===== config.mk =====
export PLATFORM = sky130hd
export DESIGN_NAME = morse_decoder
export DESIGN_NICKNAME = d
export VERILOG_FILES = /design/src/rtl/morse_pkg.sv /design/src/rtl/morse_tick_gen.sv /design/src/rtl/morse_decoder.sv
export SDC_FILE = /design/constraint.sdc
export NUM_CORES = 1
export LEC_CHECK = 0
export CAP_MARGIN = 20
export CORE_UTILIZATION = 60
export CTS_CLUSTER_SIZE = 20
export DETAILED_ROUTE_END_ITERATION = 8
export GPL_TIMING_DRIVEN = 1
export PLACE_DENSITY = 0.79
export SETUP_SLACK_MARGIN = 0.15
export SLEW_MARGIN = 20
export SYNTH_ARGS = -nofsm -noshare
export SYNTH_HDL_FRONTEND = slang
export SYNTH_SLANG_ARGS = --single-unit

===== constraint.sdc =====
create_clock -name clk -period 2.5 [get_ports clk]
set_input_delay 0.375 -clock clk [delete_from_list [all_inputs] [get_ports clk]]
set_output_delay 0.375 -clock clk [all_outputs]
set_load 0.01 [all_outputs]

===== src/rtl/morse_pkg.sv =====
// Shared Morse definitions: FSM states, letter codes, tick thresholds and the
// pattern-to-letter table, used by both the decoder and the transmitter.
package morse_pkg;

    typedef enum logic [1:0] {
        ST_IDLE   = 2'd0,
        ST_MARK   = 2'd1,
        ST_SPACE  = 2'd2,
        ST_DECODE = 2'd3
    } state_e;

    typedef enum logic [2:0] {
        LTR_A = 3'd0,
        LTR_B = 3'd1,
        LTR_C = 3'd2,
        LTR_D = 3'd3,
        LTR_E = 3'd4,
        LTR_F = 3'd5,
        LTR_G = 3'd6,
        LTR_H = 3'd7
    } letter_e;

    // Mark lengths up to DOT_MAX are dots, up to DASH_MAX are dashes.
    localparam logic [2:0] DOT_MAX_TICKS  = 3'd2;
    localparam logic [2:0] DASH_MAX_TICKS = 3'd5;
    localparam logic [2:0] GAP_TICKS      = 3'd3;
    localparam logic [2:0] TICK_SAT       = 3'd7;
    localparam logic [2:0] MAX_SYMBOLS    = 3'd4;

    typedef struct packed {
        logic    ok;
        letter_e code;
    } decode_t;

    // Symbols are shifted in at bit 0, so the first symbol sits at bit count-1.
    function automatic decode_t decode_pattern(input logic [3:0] pattern,
                                               input logic [2:0] count);
        decode_t res;
        res.ok   = 1'b1;
        res.code = LTR_A;
        case ({count, pattern})
            {3'd2, 4'b0001}: res.code = LTR_A;
            {3'd4, 4'b1000}: res.code = LTR_B;
            {3'd4, 4'b1010}: res.code = LTR_C;
            {3'd3, 4'b0100}: res.code = LTR_D;
            {3'd1, 4'b0000}: res.code = LTR_E;
            {3'd4, 4'b0010}: res.code = LTR_F;
            {3'd3, 4'b0110}: res.code = LTR_G;
            {3'd4, 4'b0000}: res.code = LTR_H;
            default:         res.ok   = 1'b0;
        endcase
        return res;
    endfunction

endpackage


===== src/rtl/morse_tick_gen.sv =====
// Free-running time-unit divider: tick pulses for one clk cycle every
// TICK_CYCLES cycles, counting from reset release.
module morse_tick_gen #(
    parameter int unsigned TICK_CYCLES = 25000000
) (
    input  logic clk,
    input  logic resetn,
    output logic tick
);

    localparam int CNT_W = (TICK_CYCLES > 1) ? $clog2(TICK_CYCLES) : 1;
    localparam logic [CNT_W-1:0] CNT_LAST = CNT_W'(TICK_CYCLES - 1);

    logic [CNT_W-1:0] cnt_q, cnt_d;

    always_comb begin
        cnt_d = (cnt_q == CNT_LAST) ? '0 : cnt_q + CNT_W'(1);
    end

    // NOTE: sequential state uses non-blocking assignments so every flop
    // samples its pre-edge inputs regardless of block evaluation order.
    always_ff @(posedge clk or negedge resetn) begin
        if (!resetn) cnt_q <= '0;
        else         cnt_q <= cnt_d;
    end

    assign tick = (cnt_q == CNT_LAST);

endmodule


===== src/rtl/morse_decoder.sv =====
// Morse key decoder for letters A-H: synchronizes the key, times marks and
// gaps in tick units, and emits a letter or an error pulse per character.
module morse_decoder
    import morse_pkg::*;
#(
    parameter int unsigned TICK_CYCLES = 25000000
) (
    input  logic       clk,
    input  logic       resetn,
    input  logic       key_n,
    output logic [2:0] letter,
    output logic       valid,
    output logic       error,
    output logic       busy
);

    logic       tick;
    logic       pressed;
    state_e     state_q, state_d;
    logic       key_meta_q, key_meta_d;
    logic       key_sync_q, key_sync_d;
    logic [2:0] tick_cnt_q, tick_cnt_d;
    logic [3:0] pattern_q, pattern_d;
    logic [2:0] sym_cnt_q, sym_cnt_d;
    logic [2:0] letter_q, letter_d;
    logic       valid_q, valid_d;
    logic       error_q, error_d;
    decode_t    dec;

    morse_tick_gen #(.TICK_CYCLES(TICK_CYCLES)) u_tick_gen (
        .clk   (clk),
        .resetn(resetn),
        .tick  (tick)
    );

    assign pressed = ~key_sync_q;
    assign dec     = decode_pattern(pattern_q, sym_cnt_q);

    // NOTE: every signal gets a default before the case so no path leaves
    // it unassigned, which would otherwise infer a latch.
    always_comb begin
        key_meta_d = key_n;
        key_sync_d = key_meta_q;
        state_d    = state_q;
        pattern_d  = pattern_q;
        sym_cnt_d  = sym_cnt_q;
        letter_d   = letter_q;
        valid_d    = 1'b0;
        error_d    = 1'b0;

        case (state_q)
            ST_IDLE: begin
                pattern_d = '0;
                sym_cnt_d = '0;
                if (pressed) state_d = ST_MARK;
            end
            ST_MARK: begin
                if (!pressed) begin
                    if (tick_cnt_q == 3'd0) begin
                        state_d = (sym_cnt_q != 3'd0) ? ST_SPACE : ST_IDLE;
                    end else if (tick_cnt_q > DASH_MAX_TICKS || sym_cnt_q == MAX_SYMBOLS) begin
                        error_d = 1'b1;
                        state_d = ST_IDLE;
                    end else begin
                        pattern_d = {pattern_q[2:0], (tick_cnt_q > DOT_MAX_TICKS)};
                        sym_cnt_d = sym_cnt_q + 3'd1;
                        state_d   = ST_SPACE;
                    end
                end
            end
            ST_SPACE: begin
                // The gap check wins, so a press landing on the decode cycle is ignored.
                if (tick_cnt_q >= GAP_TICKS) state_d = ST_DECODE;
                else if (pressed)            state_d = ST_MARK;
            end
            ST_DECODE: begin
                state_d = ST_IDLE;
                if (dec.ok) begin
                    valid_d  = 1'b1;
                    letter_d = dec.code;
                end else begin
                    error_d = 1'b1;
                end
            end
            default: state_d = ST_IDLE;
        endcase

        tick_cnt_d = tick_cnt_q;
        if (state_d != state_q) begin
            tick_cnt_d = '0;
        end else if (tick && (state_q == ST_MARK || state_q == ST_SPACE)
                     && tick_cnt_q != TICK_SAT) begin
            tick_cnt_d = tick_cnt_q + 3'd1;
        end
    end

    // Synchronizer flops reset to the released level so reset never looks like a press.
    always_ff @(posedge clk or negedge resetn) begin
        if (!resetn) begin
            state_q    <= ST_IDLE;
            key_meta_q <= 1'b1;
            key_sync_q <= 1'b1;
            tick_cnt_q <= '0;
            pattern_q  <= '0;
            sym_cnt_q  <= '0;
            letter_q   <= '0;
            valid_q    <= 1'b0;
            error_q    <= 1'b0;
        end else begin
            state_q    <= state_d;
            key_meta_q <= key_meta_d;
            key_sync_q <= key_sync_d;
            tick_cnt_q <= tick_cnt_d;
            pattern_q  <= pattern_d;
            sym_cnt_q  <= sym_cnt_d;
            letter_q   <= letter_d;
            valid_q    <= valid_d;
            error_q    <= error_d;
        end
    end

    assign letter = letter_q;
    assign valid  = valid_q;
    assign error  = error_q;
    assign busy   = (state_q != ST_IDLE);

endmodule


==> results_dict.tcl, run 1 <==
set metrics [dict create \
    cts_tree "done" \
    switchingPower_w 0.000405 \
    path_class "reg -> out" \
    die_x_um 66.1 \
    timing.setup.tns_ns 0 \
    grt_max_degree 32 \
    cp.required_ns 2.12 \
    power_density_mw_per_mm2 588 \
    initial_utilization_pct 65.0 \
    synth_warnings 0 \
    cts_buffers 5 \
    synth_cell_types 52 \
    ys_async_sr_fraction_pct 100 \
    dr.pass1.iters 4 \
    max_cap_viol_count 0 \
    detail-route-antenna-nets 0 \
    clock_latency_ns 0.30 \
    ys.flop_type "dfrtp_1" \
    worstPathArrival_ns 1.86 \
    r2r_slack_ns 0.37 \
    clkPwrFrac_pct 40.4 \
    n_fill_cell 287 \
    relSlewSlack_pct 62.5 \
    seq_power_share_pct 46.1 \
    overflow 0 \
    rows 22 \
    p_sw_share_pct 25.2 \
    worstHoldStart "key_meta_q" \
    syn_area_per_cell_um2 9.71 \
    grt_pass1_vias 1708 \
    grt_use_total_pct 23.7 \
    cts.sinks 44 \
    synth_seq_area_share_pct 44.7 \
    globalplace.congestion 0.804 \
    period_share_pct 89.4 \
    io_buffers 8 \
    coreArea_mm2 0.00380 \
    finalSetupViolations 0 \
    hold_viol 0 \
    cts_buffer_depth 2 \
    p_leak_nw 1.18 \
    hpwl_um 3200 \
    via_per_inst 5.72 \
    cts_setup_buffers 0 \
    worst_r2r_endpoint "tick_cnt_q[2]" \
    ir_drop_mv 0.344 \
    wl_um 4490 \
    synth.top_cells.by_area "dfrtp_1 43%, ha_1 8.1%, xnor2_1 6.0%" \
    synthXorXnorAreaFrac_pct 7.45 \
    cts-hold-fix-buffers 1 \
    synth_top_cell_area_share_pct 42.6 \
    internal-power_w 0.00120 \
    combPwrFrac_pct 13.5 \
    synth_edf_count 0 \
    ioPinCount 9 \
    reg2regPathDepth 7 \
    maxSlewViolCount 0 \
    cts.repair.resized 0 \
    min_period_ns 2.23 \
    synthToLayoutAreaGrowth_pct 11.0 \
    yosysTopAreaCell "dfrtp_1" \
    drt-wirelength-per-cell_um 14.2 \
    grt_antenna_before_repair 0 \
    netlist_instances 254 \
    die_h_um 66.1 \
    htreeDepth 2 \
    ys_top_cells_by_count "42 x dfrtp_1, 24 x nand2_1, 21 x nor2_1" \
    synth_compound_area_share_pct 11.9 \
    hold-path-endpoint "key_sync_q" \
    nets 287 \
    diodes 0 \
    vias 1812 \
    final_layout_size_suffix_gt1_share_pct 10.0 \
    grt_pass1_wl_um 7610 \
    muxShareOfSynthArea_pct 0.913 \
    synth.most_common_cell "dfrtp_1" \
    die_area_mm2 0.00437 \
    critPathLaunchType "flop" \
    first_iter_violations 132 \
    r2r_start "tick_cnt_q[0]" \
    hold_class "reg -> reg" \
    cts.clk_slew.worst_paths_ns 0.09 \
    whs_path_depth 0 \
    netlist_area_mm2 0.00247 \
    crit_path_end_kind "output port" \
    final_cell_area_mm2 0.00274 \
    worstMarginPinSlew_ns 0.559 \
    cts_root_buf "clkbuf_8" \
    dpl_cell_area_mm2 0.00260 \
    clock.fmax_mhz 447 \
    synthAdderAreaFrac_pct 8.11 \
    drc 0 \
    status "completed" \
    clock_skew_ns 0.0120 \
    ys_ff_latch 44 \
    synth_nets 273 \
    rsz0062_at_grt "false" \
    cp_max_fo 8 \
    yosys.area_share.simple_pct 23.1 \
    synth_top_family_by_area "simple AND/OR/NAND/NOR gates" \
    finalPower_w 0.00161 \
]
sequential cells by signal, indices dropped and copies added (netlist names), 2 cells and up:
register / count
state_q: 2
sym_cnt_q: 3
tick_cnt_q: 3
u_tick_gen.cnt_q: 25
pattern_q: 4
letter: 3
cell type report:
class	count	area [um^2]	share of cell area, %
clock buffers	6	72.6	2.65
flip-flops and latches	44	1100	40.3
well taps	48	60.1	2.19
inverters	17	63.8	2.33
clock inverters	2	60.1	2.19
multi-input cells	188	1270	46.4
repair buffers	12	108	3.93
worst max-delay path: stages, from the launching register on:
cell	delay [ns]
dfrtp_1	0.49
inv_1	0.10
ha_1	0.30
inv_1	0.13
clkdlybuf4s50_1	0.54
worst max-delay path by stage:
stage / slack, ns / endpoint / startpoint / cells after the start
2_1_floorplan: 0.53 / tick_cnt_q[2] / tick_cnt_q[0] / 7
3_3_place_gp: 0.46 / tick_cnt_q[2] / tick_cnt_q[0] / 7
3_5_place_dp: 0.39 / tick_cnt_q[2] / tick_cnt_q[0] / 7
4_1_cts: 0.27 / busy / state_q[0] / 4
5_1_grt: 0.17 / busy / state_q[0] / 4
6_report: 0.27 / busy / state_q[0] / 4
placed cells by master (no fill, tap or decap), types with 4 or more instances in the layout:
| cell type | count |
|---|---|
| dfrtp_1 | 42 |
| nand2_1 | 24 |
| nor2_1 | 21 |
| inv_1 | 17 |
| o21ai_0 | 17 |
| xnor2_1 | 17 |
| ha_1 | 16 |
| nand3_1 | 13 |
| a21oi_1 | 8 |
| clkdlybuf4s50_1 | 7 |
| nand2b_1 | 6 |
| nor3_1 | 5 |
| clkbuf_8 | 5 |
| and2_1 | 4 |
| nor4_1 | 4 |
| xor2_1 | 4 |
metal layers:
metal / vias to the layer above / GRT usage, % / wire [um] / part of all wire [%]
li1: 911 / - / - / -
met1: 864 / 27.7 / 2030 / 45
met2: 24 / 40.3 / 2240 / 50
met3: 13 / 6.38 / 114 / 2.5
met4: 0 / 10.9 / 107 / 2.4
met5: - / 0 / 0 / 0
power groups by stage:
stage / sequential (W) / combinational (W) / clock, W
after floorplan: 0.000751 / 0.000148 / 0
after global placement: 0.000756 / 0.000213 / 0
after detailed placement: 0.000755 / 0.000215 / 0
after CTS: 0.000741 / 0.000218 / 0.000661
after global routing: 0.000743 / 0.000242 / 0.000692
final: 0.000742 / 0.000217 / 0.000650
kinds of logic after synthesis:
family          after synthesis
xor+xnor                     21
compound gates               46
fa+ha+maj                    16
buf+inv                      22
mux                           2
simple gates                103
flops                        44
through the flow:
stage          utilization, %  hold slack (ns)  worst slack (ns)  instances
3_3_place_gp             68.3            0.279             0.456        308
3_5_place_dp             68.3            0.288             0.394        308
6_report                 72.1            0.362             0.265        317
5_1_grt                  72.1            0.363             0.175        317
2_1_floorplan               -           0.0794             0.534        254
4_1_cts                  72.1            0.362             0.269        317
Power figures use the tool's default switching activity.
==> run 2, diff against run 1 <==
- CTS_CLUSTER_DIAMETER: not set -> 30
- PLACE_DENSITY: 0.79 -> 0.87
==> results_dict.tcl, run 2 (same netlist as run 1, synthesis figures left out) <==
set metrics [dict create \
    die_x_um 66.1 \
    cp_max_fo 8 \
    die_h_um 66.1 \
    clock_skew_ns 0.00476 \
    finalSetupViolations 0 \
    path_class "reg -> out" \
    top_register "u_tick_gen.cnt_q" \
    use_met1_pct 33.8 \
    vias 1863 \
    grt_pass1_wl_um 8050 \
    rsz0062_at_grt "true" \
    cts.clk_slew.worst_paths_ns 0.08 \
    hpwl_um 3040 \
    post-place-ws_ns 0.361 \
    critPathLaunchType "flop" \
    hold_viol 0 \
    grt_max_degree 45 \
    die_area_mm2 0.00437 \
    r2r_start "tick_cnt_q[0]" \
    detail-route-antenna-nets 0 \
    rows 22 \
    clock.fmax_mhz 445 \
    io_buffers 8 \
    cts_tree "done" \
    maxSlewViolCount 0 \
    timing.setup.tns_ns 0 \
    max_cap_viol_count 0 \
    cts_root_buf "clkbuf_8" \
    crit_path_end_kind "output port" \
    overflow 0 \
    seq_power_share_pct 49.4 \
    biggestRegsByFlops "u_tick_gen.cnt_q x25, pattern_q x4" \
    htreeDepth 2 \
    via_per_inst 5.90 \
    drc 0 \
    cts.sinks 44 \
    reg2regPathDepth 7 \
    p_leak_nw 1.17 \
    ir_drop_mv 0.525 \
    first_iter_violations 164 \
    worstMarginPinSlew_ns 0.482 \
    period_share_pct 89.9 \
    whs_ns 0.0123 \
    cts.repair.resized 0 \
    grt_use_met3_pct 6.72 \
    clock_latency_ns 0.30 \
    coreArea_mm2 0.00380 \
    dr.pass1.iters 4 \
    grt_antenna_before_repair 0 \
    layout_common_cells "42 x dfrtp_1, 24 x nand2_1, 21 x nor2_1" \
    cts_buffer_depth 2 \
    synthToLayoutAreaGrowth_pct 10.3 \
    diodes 0 \
    wl_um 4430 \
    final_util_pct 71.7 \
    r2r_slack_ns 0.35 \
    drt-wirelength-per-cell_um 14.0 \
    cts_buffers 5 \
    final_common_cell "dfrtp_1" \
    setup_ws_ns 0.253 \
    internal-power_w 0.00110 \
    status "completed" \
    cts-hold-fix-buffers 0 \
    final_layout_size_suffix_gt1_share_pct 10.4 \
    p_sw_share_pct 26.6 \
    worst_r2r_endpoint "tick_cnt_q[2]" \
    largest_register_ffs 25 \
    cts_setup_buffers 0 \
    power_density_mw_per_mm2 552 \
    combPwrFrac_pct 14.7 \
    globalplace.congestion 0.823 \
    initial_utilization_pct 65.0 \
    use_met2_pct 37.5 \
    worstPathArrival_ns 1.87 \
    nets 286 \
    min_period_ns 2.25 \
    grt_pass1_vias 1818 \
    clkPwrFrac_pct 35.9 \
    switchingPower_w 0.000399 \
    ioPinCount 9 \
    cp.required_ns 2.12 \
    relSlewSlack_pct 67.6 \
    grt_busiest_layer "met2" \
    grt_use_total_pct 24.6 \
    hold_class "in -> async" \
]
[run 2: layout make-up]
cell class              count  area, um^2
multi-input cells         188        1280
flip-flops and latches     44        1100
fillers                   282        1080
repair buffers             11         110
clock buffers               6        72.6
inverters                  17        63.8
well taps                  48        60.1
clock inverters             2        35.0
[run 2: per-stage QoR]
step	power, W	cell area (um^2)	instances
finish	0.00150	2720	316
global route	0.00158	2720	316
CTS	0.00151	2700	315
detailed placement	0.000969	2590	307
global placement	0.000963	2590	307
floorplan	0.000899	2470	254
[run 2: worst max path at each step]
| stage | end | slack [ns] | startpoint |
|---|---|---|---|
| floorplan | tick_cnt_q[2] | 0.53 | tick_cnt_q[0] |
| global placement | tick_cnt_q[2] | 0.46 | tick_cnt_q[0] |
| detailed placement | tick_cnt_q[2] | 0.36 | tick_cnt_q[0] |
| CTS | busy | 0.27 | state_q[0] |
| global route | busy | 0.15 | state_q[0] |
| finish | busy | 0.25 | state_q[0] |
[run 2: power by group through the flow]
stage          registers [W]  logic (W)  clock network, W
2_1_floorplan       0.000751   0.000148                 0
3_3_place_gp        0.000754   0.000209                 0
3_5_place_dp        0.000756   0.000213                 0
4_1_cts             0.000741   0.000214          0.000554
5_1_grt             0.000744   0.000250          0.000584
6_report            0.000742   0.000221          0.000539
[run 2: worst max-delay path: stages, from the launching register on]
cell and delay, ns:
dfrtp_1 0.49, inv_1 0.11, ha_1 0.30, inv_1 0.14
clkdlybuf4s50_1 0.55
[run 2: routing by layer]
metal | up-vias | share of wire, %
met5 | - | 0
met1 | 898 | 49
met4 | 0 | 1.2
li1 | 911 | -
met3 | 7 | 3.8
met2 | 47 | 46
==> run 3, diff against run 2 <==
- SLEW_MARGIN: 20 -> not set
==> results of run 3 <==
The final DEF is identical to that of run 2; final timing and power are the same.
